## src/rtl/serial_link_pkg.sv

```systemverilog
// Shared definitions for the serial frame link (serializer and receiver).
// State encodings and line levels live here so both ends agree on framing.
package serial_link_pkg;

    typedef enum logic [2:0] {
        ST_IDLE   = 3'd0,
        ST_START  = 3'd1,
        ST_DATA   = 3'd2,
        ST_PARITY = 3'd3,
        ST_STOP   = 3'd4
    } link_state_e;

    localparam logic IDLE_LEVEL  = 1'b1;
    localparam logic START_LEVEL = 1'b0;
    localparam logic STOP_LEVEL  = 1'b1;

endpackage

```

## src/rtl/sync_2ff.sv

```systemverilog
// Two-flop synchronizer for a single asynchronous input entering the clk
// domain. Both flops reset to 1 so an idle-high line reads as idle in reset.
module sync_2ff (
    input  logic clk,
    input  logic rst_n,
    input  logic d_in,
    output logic q_out
);

    logic meta_d, meta_q;
    logic sync_d, sync_q;

    // Next values: plain two-stage shift.
    always_comb begin
        meta_d = d_in;
        sync_d = meta_q;
    end

    // Synchronizer flops, asynchronously preset to 1.
    always_ff @(posedge clk or negedge rst_n) begin
        if (!rst_n) begin
            meta_q <= 1'b1;
            sync_q <= 1'b1;
        end else begin
            meta_q <= meta_d;
            sync_q <= sync_d;
        end
    end

    assign q_out = sync_q;

endmodule

```

## src/rtl/serial_frame_rx.sv

```systemverilog
// Serial frame receiver: recovers DATA_W-bit words from an LSB-first,
// start/stop framed line oversampled CLKS_PER_BIT times, sampled mid-bit.
// Optional macro SERIAL_RX_PARITY_EN adds an even-parity bit and the
// parity_err_out port.
// Output strobes: valid_out is a 1-cycle pulse with data_out updated in the
// same cycle; there is no backpressure, the consumer must take it then.
// frame_err_out is a 1-cycle pulse and never coincides with valid_out.
module serial_frame_rx
    import serial_link_pkg::*;
#(
    parameter int DATA_W       = 8,
    parameter int CLKS_PER_BIT = 4
) (
    input  logic              clk,
    input  logic              reset_in,
    input  logic              d_in,
    output logic [DATA_W-1:0] data_out,
    output logic              valid_out,
    output logic              frame_err_out,
    output logic              busy_out
`ifdef SERIAL_RX_PARITY_EN
    ,
    output logic              parity_err_out
`endif
);

    localparam int CNT_W = (CLKS_PER_BIT > 1) ? $clog2(CLKS_PER_BIT) : 1;
    localparam int BIT_W = (DATA_W > 1) ? $clog2(DATA_W) : 1;

    localparam logic [CNT_W-1:0] HALF_CNT = CNT_W'(CLKS_PER_BIT / 2 - 1);
    localparam logic [CNT_W-1:0] LAST_CNT = CNT_W'(CLKS_PER_BIT - 1);
    localparam logic [BIT_W-1:0] LAST_BIT = BIT_W'(DATA_W - 1);

    logic d_sync;

    link_state_e       state_d, state_q;
    logic [CNT_W-1:0]  cnt_d, cnt_q;
    logic [BIT_W-1:0]  bit_d, bit_q;
    logic [DATA_W-1:0] shift_d, shift_q;
    logic [DATA_W-1:0] data_d, data_q;
    logic              valid_d, valid_q;
    logic              ferr_d, ferr_q;
`ifdef SERIAL_RX_PARITY_EN
    logic              par_bit_d, par_bit_q;
    logic              perr_d, perr_q;
`endif

    sync_2ff u_sync (
        .clk   (clk),
        .rst_n (reset_in),
        .d_in  (d_in),
        .q_out (d_sync)
    );

    // Next-state, counters, shifter and output strobes.
    always_comb begin
        state_d = state_q;
        cnt_d   = cnt_q;
        bit_d   = bit_q;
        shift_d = shift_q;
        data_d  = data_q;
        valid_d = 1'b0;
        ferr_d  = 1'b0;
`ifdef SERIAL_RX_PARITY_EN
        par_bit_d = par_bit_q;
        perr_d    = 1'b0;
`endif
        case (state_q)
            ST_IDLE: begin
                cnt_d = '0;
                bit_d = '0;
                if (d_sync == START_LEVEL) state_d = ST_START;
            end
            ST_START: begin
                // Half a bit in: confirm the start bit, otherwise it was a glitch.
                if (cnt_q == HALF_CNT) begin
                    cnt_d   = '0;
                    bit_d   = '0;
                    state_d = (d_sync == START_LEVEL) ? ST_DATA : ST_IDLE;
                end else begin
                    cnt_d = cnt_q + CNT_W'(1);
                end
            end
            ST_DATA: begin
                if (cnt_q == LAST_CNT) begin
                    cnt_d   = '0;
                    // LSB arrives first, so after DATA_W shifts it sits at bit 0.
                    shift_d = (shift_q >> 1) | (DATA_W'(d_sync) << (DATA_W - 1));
                    if (bit_q == LAST_BIT) begin
                        bit_d = '0;
`ifdef SERIAL_RX_PARITY_EN
                        state_d = ST_PARITY;
`else
                        state_d = ST_STOP;
`endif
                    end else begin
                        bit_d = bit_q + BIT_W'(1);
                    end
                end else begin
                    cnt_d = cnt_q + CNT_W'(1);
                end
            end
`ifdef SERIAL_RX_PARITY_EN
            ST_PARITY: begin
                if (cnt_q == LAST_CNT) begin
                    cnt_d     = '0;
                    par_bit_d = d_sync;
                    state_d   = ST_STOP;
                end else begin
                    cnt_d = cnt_q + CNT_W'(1);
                end
            end
`endif
            ST_STOP: begin
                // Leaving at mid-stop lets a back-to-back start edge be caught.
                if (cnt_q == LAST_CNT) begin
                    cnt_d   = '0;
                    state_d = ST_IDLE;
                    if (d_sync == STOP_LEVEL) begin
                        data_d  = shift_q;
                        valid_d = 1'b1;
`ifdef SERIAL_RX_PARITY_EN
                        perr_d  = (^shift_q) ^ par_bit_q;
`endif
                    end else begin
                        ferr_d = 1'b1;
                    end
                end else begin
                    cnt_d = cnt_q + CNT_W'(1);
                end
            end
            default: begin
                state_d = ST_IDLE;
                cnt_d   = '0;
                bit_d   = '0;
            end
        endcase
    end

    // State and datapath registers; reset discards any partial frame.
    always_ff @(posedge clk or negedge reset_in) begin
        if (!reset_in) begin
            state_q <= ST_IDLE;
            cnt_q   <= '0;
            bit_q   <= '0;
            shift_q <= '0;
            data_q  <= '0;
            valid_q <= 1'b0;
            ferr_q  <= 1'b0;
`ifdef SERIAL_RX_PARITY_EN
            par_bit_q <= 1'b0;
            perr_q    <= 1'b0;
`endif
        end else begin
            state_q <= state_d;
            cnt_q   <= cnt_d;
            bit_q   <= bit_d;
            shift_q <= shift_d;
            data_q  <= data_d;
            valid_q <= valid_d;
            ferr_q  <= ferr_d;
`ifdef SERIAL_RX_PARITY_EN
            par_bit_q <= par_bit_d;
            perr_q    <= perr_d;
`endif
        end
    end

    assign data_out      = data_q;
    assign valid_out     = valid_q;
    assign frame_err_out = ferr_q;
    assign busy_out      = (state_q != ST_IDLE);
`ifdef SERIAL_RX_PARITY_EN
    assign parity_err_out = perr_q;
`endif

endmodule

```

## config.mk

```make
export PLATFORM = sky130hd
export DESIGN_NAME = serial_frame_rx
export DESIGN_NICKNAME = d
export VERILOG_FILES = /design/src/rtl/serial_link_pkg.sv /design/src/rtl/sync_2ff.sv /design/src/rtl/serial_frame_rx.sv
export SDC_FILE = /design/constraint.sdc
export NUM_CORES = 1
export LEC_CHECK = 0
export CAP_MARGIN = 0
export CELL_PAD_IN_SITES_DETAIL_PLACEMENT = 0
export CELL_PAD_IN_SITES_GLOBAL_PLACEMENT = 1
export CORE_MARGIN = 3
export CORE_UTILIZATION = 47
export DETAILED_ROUTE_END_ITERATION = 8
export HOLD_SLACK_MARGIN = 0.03
export PLACE_DENSITY_LB_ADDON = 0.1
export SKIP_LAST_GASP = 1
export SYNTH_ARGS = -nofsm -noshare
export SYNTH_HDL_FRONTEND = slang
export SYNTH_HIERARCHICAL = 1
export SYNTH_SLANG_ARGS = --single-unit
```

## constraint.sdc

```tcl
create_clock -name clk -period 5.2 [get_ports clk]
set_input_delay 1.56 -clock clk [delete_from_list [all_inputs] [get_ports clk]]
set_output_delay 1.56 -clock clk [all_outputs]
set_load 0.01 [all_outputs]
```

== Yosys cells after proc, flatten, opt, wreduce, memory -nomap -nowiden ==
Cells that the tools add are included.
Storage, ports and cells
  bits in registers: 28
  output and inout bits: 11
  logic and storage cells: 51
Cells by class
  add/sub/neg operators: 2
  eq/ne operators: 11
  muxes and demuxes: 20
  bitwise logic cells: 2
  reductions and logical operators: 7
Operators by type and width (count)
  $mux 3: 8
  $pmux 3 s4: 1
  $ne 2x2->1 const B: 5
  $pmux 3 s3: 1
  $or 7x8->8: 1
  $eq 3x3->1 const B: 2
  $mux 1: 6
  $mux 2: 3
  $reduce_and 3->1: 2
  $reduce_and 5->1: 1
  $pmux 2 s2: 1
  $add 3x1->3 const B: 1
  $eq 3x1->1 const B: 1
  $eq 3x2->1 const B: 1
  $logic_not 3->1: 1
  $reduce_bool 3->1: 1
  $add 2x1->2 const B: 1
  $eq 2x1->1 const B: 1
  $eq 2x2->1 const B: 1
  $reduce_and 2->1: 1
  $reduce_or 2->1: 1
  $not 1->1: 1

== Logic depth before layout (Yosys ltp) ==
Gate-level depths: netlist of run 1.
  depth in word-level cells: 4
  gate-level depth with buffers: 5

== Hierarchy ==
Netlist of run 1, hierarchy kept.
Modules (own cells, without submodules)
  serial_frame_rx: times used 1, cells an instance 88, area an instance 1158.6 um^2
  sync_2ff: times used 1, cells an instance 2, area an instance 52.6 um^2

== Worst setup path before layout of run 1 ==
OpenSTA, ideal clock, no wires.
  kind: register -> output
  start: register state_q[0]
  end: output busy_out
  arrival time: 0.987 ns
  required time: 3.640 ns
  setup slack: 2.653 ns
  cell stages (with the launch flop): 3
  cells stage by stage: dfrtp_1 clkbuf_1 or3_1
Between the ends
  word-level cells in the longest chain between the ends: 1
RTL lines
  start, declared: line serial_frame_rx.sv:36  | link_state_e state_d, state_q;
  start signal, assigned: line serial_frame_rx.sv:155  | state_q <= state_d;
  $reduce_bool 3->1: line serial_frame_rx.sv:172  | assign busy_out = (state_q != ST_IDLE);
  end, declared: line serial_frame_rx.sv:20  | output logic busy_out
No other way between the ends.

== Worst setup path in the final report of run 1 ==
Ends and elaborated chain as after synthesis.

==> metrics.md, run 1 <==
| Metric | Value |
|---|---|
| Initial DRC Count | `6` |
| Least-Margin Pin Slew | `502.4 ps` |
| H-tree depth | `1` |
| RR Startpoint | `state_q[0]$_DFFE_PN0P_` |
| Routed Antenna Nets | `0` |
| Clock tree sinks | `28` |
| Mapped cell area | `1211 um2` |
| LEAKAGE | `0.6722 nW` |
| Area after DPL | `1356 um2` |
| Metal3 WL | `50 um` |
| Final core occ | `0.5963` |
| Status | `finished, final reports clean` |
| Max VDD drop | `0.0002265 V` |
| First-pass GRT wire length | `3.312 mm` |
| Fin. Hold Viols | `0` |
| Design area | `1383 um2` |
| I/O Pins | `14` |
| Synthesized Nets | `98` |
| Via Count | `721` |
| Setup TNS | `0 ps` |
| Aggregate global routing overflow | `0` |
| Pre-Repair DR Iteration Count | `4` |
| Library cells used by synthesis | `30` |
| Met2 wire len | `864 um` |
| Vias/cell | `5.462` |
| Cts bufs inserted | `3` |
| Row cnt | `17` |
| Hold_buf cts | `0` |
| Mean post-synth cell area | `13.46 um2` |
| Largest net degree at the start of global routing | `29` |
| Area of the core | `2318 um2` |
| Final number of setup-violating endpoints | `0` |
| Seq/Total Area, Yosys | `0.5806` |
| Final Cycle Share | `0.6352` |
| CTS tree | `done` |
| Max layer used | `met4` |
| Post-CTS Setup Repair Bufs | `0` |
| Post-Route WL | `1.769 mm` |
| # DRC | `0` |
| PwrDens | `331.5 nW/um2` |
| Pins Over Slew Limit | `0` |
| Layout area overhead | `14.15%` |
| Worst hold path type | `flop to flop` |
| Fin crit period | `3303 ps` |
| Hold Path Origin | `u_sync/meta_q$_DFF_PN1_` |
| Kind of end point of the critical path | `output pin` |
| EDFF count, synth | `0` |
| Startpoint types | `flop` |
| Clock buffer depth | `2` |
| Synth Register Bits | `28` |
| Max-Cap Viols | `0` |
| Post-DP HPWL | `1.273 mm` |
| Asr flop ratio synth | `1.000` |
| Slew margin rel. | `0.6641` |
| Initial antenna violation count | `0` |
| Input/output buffers | `13` |
| N_diodes | `0` |
| CP max FO | `14` |
| Yosys warnings | `6` |
| Overall routing resource usage | `0.1309` |
| Highest clock rate | `0.3028 GHz` |
| Share of layout cells above drive strength 1 | `0.2404` |
| Cell count after synthesis | `90` |
| Die Y | `56.77 um` |
| Die Span X | `56.77 um` |
| Clock insertion delay at the later pin of the skew report | `320 ps` |
| Critical Path AT | `1740 ps` |
| Vias in the first global route | `723` |
| Die area | `3222 um2` |
| RSZ-0062 raised after global routing | `no` |
| Root Buffer | `clkbuf_4` |
| M1 WL | `837 um` |
| Critical path class | `flop to output pin` |
| Critical path origin | `state_q[0]$_DFFE_PN0P_` |
| Cts repair resizes | `0` |
| Effective utilization at floorplan | `0.5224` |
| WP data required | `3640 ps` |
| CTS clk-pin slew, worst paths | `130 ps` |
| Filler instances | `193` |
| Gpl congestion | `0.7432` |
| Ys flop type | `dfrtp_1` |
| DR WL/cell | `13.40 um` |
| Max Clock Skew | `3.208 ps` |
| Nets@finish | `113` |
## where the power goes
| part | leakage (nW) | switching (mW) | internal (mW) |
|---|---|---|---|
| Clock | 0.0150 | 0.0580 | 0.0300 |
| Combinational | 0.278 | 0.0475 | 0.0582 |
| Sequential | 0.380 | 0.0296 | 0.235 |
| Total | 0.672 | 0.135 | 0.323 |
## cell usage after synthesis, types with 2 or more instances
cell type	n	share of area
dfrtp_1	26	0.54
and2_1	2	0.010
nor2_1	5	0.015
mux2i_1	2	0.017
nand2_1	3	0.0093
mux2_2	16	0.15
nand2b_1	2	0.010
ha_1	5	0.052
or4b_1	2	0.017
dfstp_2	2	0.043
inv_1	6	0.019
## cells in the final DEF (no fill, tap or decap), drive strengths merged
master,count
clkdlybuf4s50,13
a211oi,1
nand2,3
or3,1
inv,6
nor4,1
nand4,1
nor3b,1
nor4bb,1
dfstp,2
o22a,1
a31oi,1
nor2,5
nand2b,2
mux2,17
nand3,1
clkbuf,4
a211o,1
a21oi,1
o211a,1
and2,2
dfrtp,26
ha,5
or4b,2
buf,1
a31o,1
mux2i,2
a2111oi,1
## sequential cells by signal, indices dropped and copies added, names as in the netlist
register / flops
u_sync/meta_q: 1
u_sync/q_out: 1
shift_q: 8
frame_err_out: 1
cnt_q: 2
bit_q: 3
state_q: 3
data_out: 8
valid_out: 1
## layout make-up
type	count	area, um2	share of cell area
multi-input combinational	52	457.9	0.3312
tap	28	35.03	0.02534
inverter	6	22.52	0.01629
sequential	28	703.2	0.5086
clock buffer	4	26.28	0.01900
timing repair buffer	14	137.6	0.09955
## path summary, 6_finish.rpt
path	to	cells past startpoint	slack, ps
max	busy_out	2	1900
min	u_sync/q_out$_DFF_PN1_	0	370
max reg2reg	shift_q[4]$_DFFE_PN0P_	3	3350
max in group asynchronous	u_sync/meta_q$_DFF_PN1_	2	3300
min reg2reg	u_sync/q_out$_DFF_PN1_	0	370
min in group asynchronous	cnt_q[1]$_DFF_PN0_	2	1590
## stage by stage
stage	setup slack [ps]	instances	power (mW)	hold slack, ps
detailed placement	2251	128	0.3756	349.3
finish	1897	132	0.4583	367.4
global route	1776	132	0.4949	370.7
global placement	2272	128	0.3732	346.7
CTS	1876	132	0.4669	368.7
floorplan	2653	90	0.3446	345.2
## per-layer routing
metal,GRT usage,vias to the layer above
met5,0,-
met4,0.04967,0
met3,0.02759,2
met2,0.1980,10
met1,0.1837,364
li1,-,345
## critical path, cell delays in order (launching register included)
cell and delay, ps:
dfrtp_1 540, or3_1 410, clkdlybuf4s50_1 480
## logic make-up (layout without fill, tap and decap cells)
logic type      Yosys count  count (layout)  share of synthesized area
fa+ha+maj                 5               5                    0.05165
compound gates            8               8                    0.05269
simple gates             20              20                    0.09608
mux                      19              19                     0.1777
flops                    28              28                     0.5806
buf+inv                  10              24                    0.04132
Note: power is estimated with default switching activity, not from simulation.
==> run 2: changes to the inputs <==
Settings changed: CORE_ASPECT_RATIO set to 0.5, CORE_UTILIZATION 47 to 40.
Clock period 5.2 ns to 2.84 ns, I/O delays scaled along.
==> run 2 against run 1 <==
Compared with the run above:
- critical path depth stayed put
- clock skew is 0.93 ps lower
- critical endpoint unchanged
- clock-buffer cell count stayed put
- combinational power is 82% higher
- sequential cell count stayed put
- cell count is 6.8% higher
- highest routed layer is now met3
==> metrics.md, run 2 (synthesized netlist as in run 1, its figures left out) <==
| Metric | Value |
|---|---|
| Final Cycle Share | `0.8892` |
| Post-DP HPWL | `1.357 mm (was 1.273 mm)` |
| Area after DPL | `1368 um2 (was 1356 um2)` |
| Critical Path AT | `1670 ps (was 1740 ps)` |
| Aggregate global routing overflow | `0 (unchanged)` |
| Vias in the first global route | `679 (was 723)` |
| Buf+Inv Stages, Crit Path | `1 (unchanged)` |
| Pre-Repair DR Iteration Count | `4 (unchanged)` |
| GRT busiest layer | `met2 (unchanged)` |
| I/O Pins | `14 (unchanged)` |
| Final Non-Filler Cells | `141 (was 132)` |
| Gate power share | `0.211 (was 0.231)` |
| Fin. Hold Viols | `0 (unchanged)` |
| Pwr Total | `915.9 uW (was 458.3 uW)` |
| Post-CTS Setup Repair Bufs | `0 (unchanged)` |
| Clock tree sinks | `28 (unchanged)` |
| N_diodes | `0 (unchanged)` |
| Max-Cap Viols | `0 (unchanged)` |
| Worst path max stage delay | `510 ps (was 540 ps)` |
| CP delay by family, top | `flip-flops (unchanged)` |
| Vias/cell | `5.050 (was 5.462)` |
| Reg area | `703.2 um2 (unchanged)` |
| Clock share of power | `0.261 (was 0.192)` |
| PwrDens | `643.8 nW/um2 (was 331.5 nW/um2)` |
| LEAKAGE | `0.6859 nW (was 0.6722 nW)` |
| Cells after DPL | `137 (was 128)` |
| GR Util met3 | `0.04736 (was 0.02759)` |
| Die Span X | `83.82 um (was 56.77 um)` |
| Commonest non-fill, non-tap cell in the layout | `dfrtp_1 (unchanged)` |
| Critical Path Stages | `2 (unchanged)` |
| Design area | `1423 um2 (was 1383 um2)` |
| Layout area overhead | `17.46% (was 14.15%)` |
| Cts bufs inserted | `3 (unchanged)` |
| Via Count | `712 (was 721)` |
| CTS tree | `done (unchanged)` |
| Overall routing resource usage | `0.1119 (was 0.1309)` |
| Max Clock Skew | `2.276 ps (was 3.208 ps)` |
| First-pass GRT wire length | `3.270 mm (was 3.312 mm)` |
| Clock buffer depth | `2 (unchanged)` |
| Met2 Track Usage GR | `0.1769 (was 0.1980)` |
| Highest clock rate | `0.3960 GHz` |
| Initial DRC Count | `15 (was 6)` |
| Input/output buffers | `13 (unchanged)` |
| Final number of setup-violating endpoints | `0 (unchanged)` |
| Slowest CP cell | `dfrtp_1 (unchanged)` |
| Worst hold path type | `flop to flop (unchanged)` |
| CP max FO | `14 (unchanged)` |
| # DRC | `0 (unchanged)` |
| Max VDD drop | `0.0002825 V (was 0.0002265 V)` |
| Routed Antenna Nets | `0 (unchanged)` |
| Nets@finish | `113 (unchanged)` |
| Sw Ratio | `0.2790 (was 0.2947)` |
| Gpl congestion | `0.7866 (was 0.7432)` |
| Status | `finished, final reports clean (unchanged)` |
| P_int | `660.3 uW (was 323.2 uW)` |
| Slew margin rel. | `0.6654 (was 0.6641)` |
| Clock insertion delay at the later pin of the skew report | `270 ps (was 320 ps)` |
| Hold_buf cts | `0 (unchanged)` |
| Cts repair resizes | `0 (unchanged)` |
| Root Buffer | `clkbuf_8 (was clkbuf_4)` |
| P_sw | `255.6 uW (was 135.1 uW)` |
| Pre-CTS setup slack | `611.7 ps (was 2251 ps)` |
| Filler instances | `239 (was 193)` |
| Post-Route WL | `1.905 mm (was 1.769 mm)` |
| H-tree depth | `1 (unchanged)` |
| Die Y | `44.91 um (was 56.77 um)` |
| Effective utilization at floorplan | `0.4432 (was 0.5224)` |
| Final WS setup | `314.5 ps (was 1897 ps)` |
| Area of the core | `2733 um2 (was 2318 um2)` |
| Setup TNS | `0 ps (unchanged)` |
| Row cnt | `13 (was 17)` |
| Largest net degree at the start of global routing | `29 (unchanged)` |
| Kind of end point of the critical path | `output pin (unchanged)` |
| R2R depth | `3 (unchanged)` |
| CTS clk-pin slew, worst paths | `90 ps (was 130 ps)` |
| Met1 Use GR | `0.1484 (was 0.1837)` |
| RSZ-0062 raised after global routing | `no (unchanged)` |
| Footprint of the multi-input gates | `457.9 um2 (unchanged)` |
| Most frequent cells in the layout | `26 x dfrtp_1, 16 x mux2_2, 13 x clkdlybuf4s50_1 (unchanged)` |
| Startpoint types | `flop (unchanged)` |
| Die area | `3764 um2 (was 3222 um2)` |
| Least-Margin Pin Slew | `500.4 ps (was 502.4 ps)` |
| WP data required | `1990 ps (was 3640 ps)` |
| DR WL/cell | `13.51 um (was 13.40 um)` |
| Fin crit period | `2525 ps` |
| Critical path class | `flop to output pin (unchanged)` |
| Critical-path cell list | `or3_1, clkdlybuf4s50_1 (unchanged)` |
| Sequential group share of total power | `0.528 (was 0.577)` |
| Pins Over Slew Limit | `0 (unchanged)` |
| Share of layout cells above drive strength 1 | `0.2500 (was 0.2404)` |
| Hold path depth | `0 (unchanged)` |
| Initial antenna violation count | `0 (unchanged)` |
==> run 2: cell counts in the layout (fill, tap and decap cells not counted) <==
Identical to the previous run, type by type.
==> run 2: path summary, 6_finish.rpt <==
check	end	from	slack (ps)
max	busy_out	state_q[0]$_DFFE_PN0P_	310
min	u_sync/q_out$_DFF_PN1_	u_sync/meta_q$_DFF_PN1_	370
max reg2reg	shift_q[7]$_DFFE_PN0P_	state_q[0]$_DFFE_PN0P_	1050
min reg2reg	u_sync/q_out$_DFF_PN1_	u_sync/meta_q$_DFF_PN1_	370
max in group asynchronous	u_sync/meta_q$_DFF_PN1_	reset_in	1590
min in group asynchronous	data_out[4]$_DFFE_PN0P_	reset_in	950
==> run 2: worst reg2reg max path, delay by kind of cell (launching register included) <==
family | cells | cell delay (ps)
AND/OR/NAND/NOR | 2 | 790
multiplexers | 1 | 380
flip-flops | 1 | 510
==> run 2: power by group through the flow <==
stage	Sequential (mW)	Combinational, mW	Clock [mW]
CTS	0.484	0.197	0.251
detailed placement	0.491	0.195	0
finish	0.484	0.193	0.239
global route	0.493	0.215	0.272
floorplan	0.458	0.173	0
global placement	0.485	0.192	0
==> run 2: cell type report <==
type / count / share of cell area
Multi-Input combinational cell: 52 / 0.3219
Inverter: 6 / 0.01583
Timing Repair Buffer: 14 / 0.09675
Tap cell: 37 / 0.03254
Sequential cell: 28 / 0.4943
Clock buffer: 4 / 0.03870
==> run 2: metrics by stage <==
step	util	hold slack [ps]
detailed placement	0.5005	347.5
floorplan	-	345.2
CTS	0.5206	365.0
global placement	0.5005	346.7
finish	0.5206	365.3
global route	0.5206	372.9
==> run 2: layer usage <==
layer	up-vias	routed length, um
li1	343	-
met1	359	916
met2	10	904
met3	0	85
met4	0	0
met5	-	0
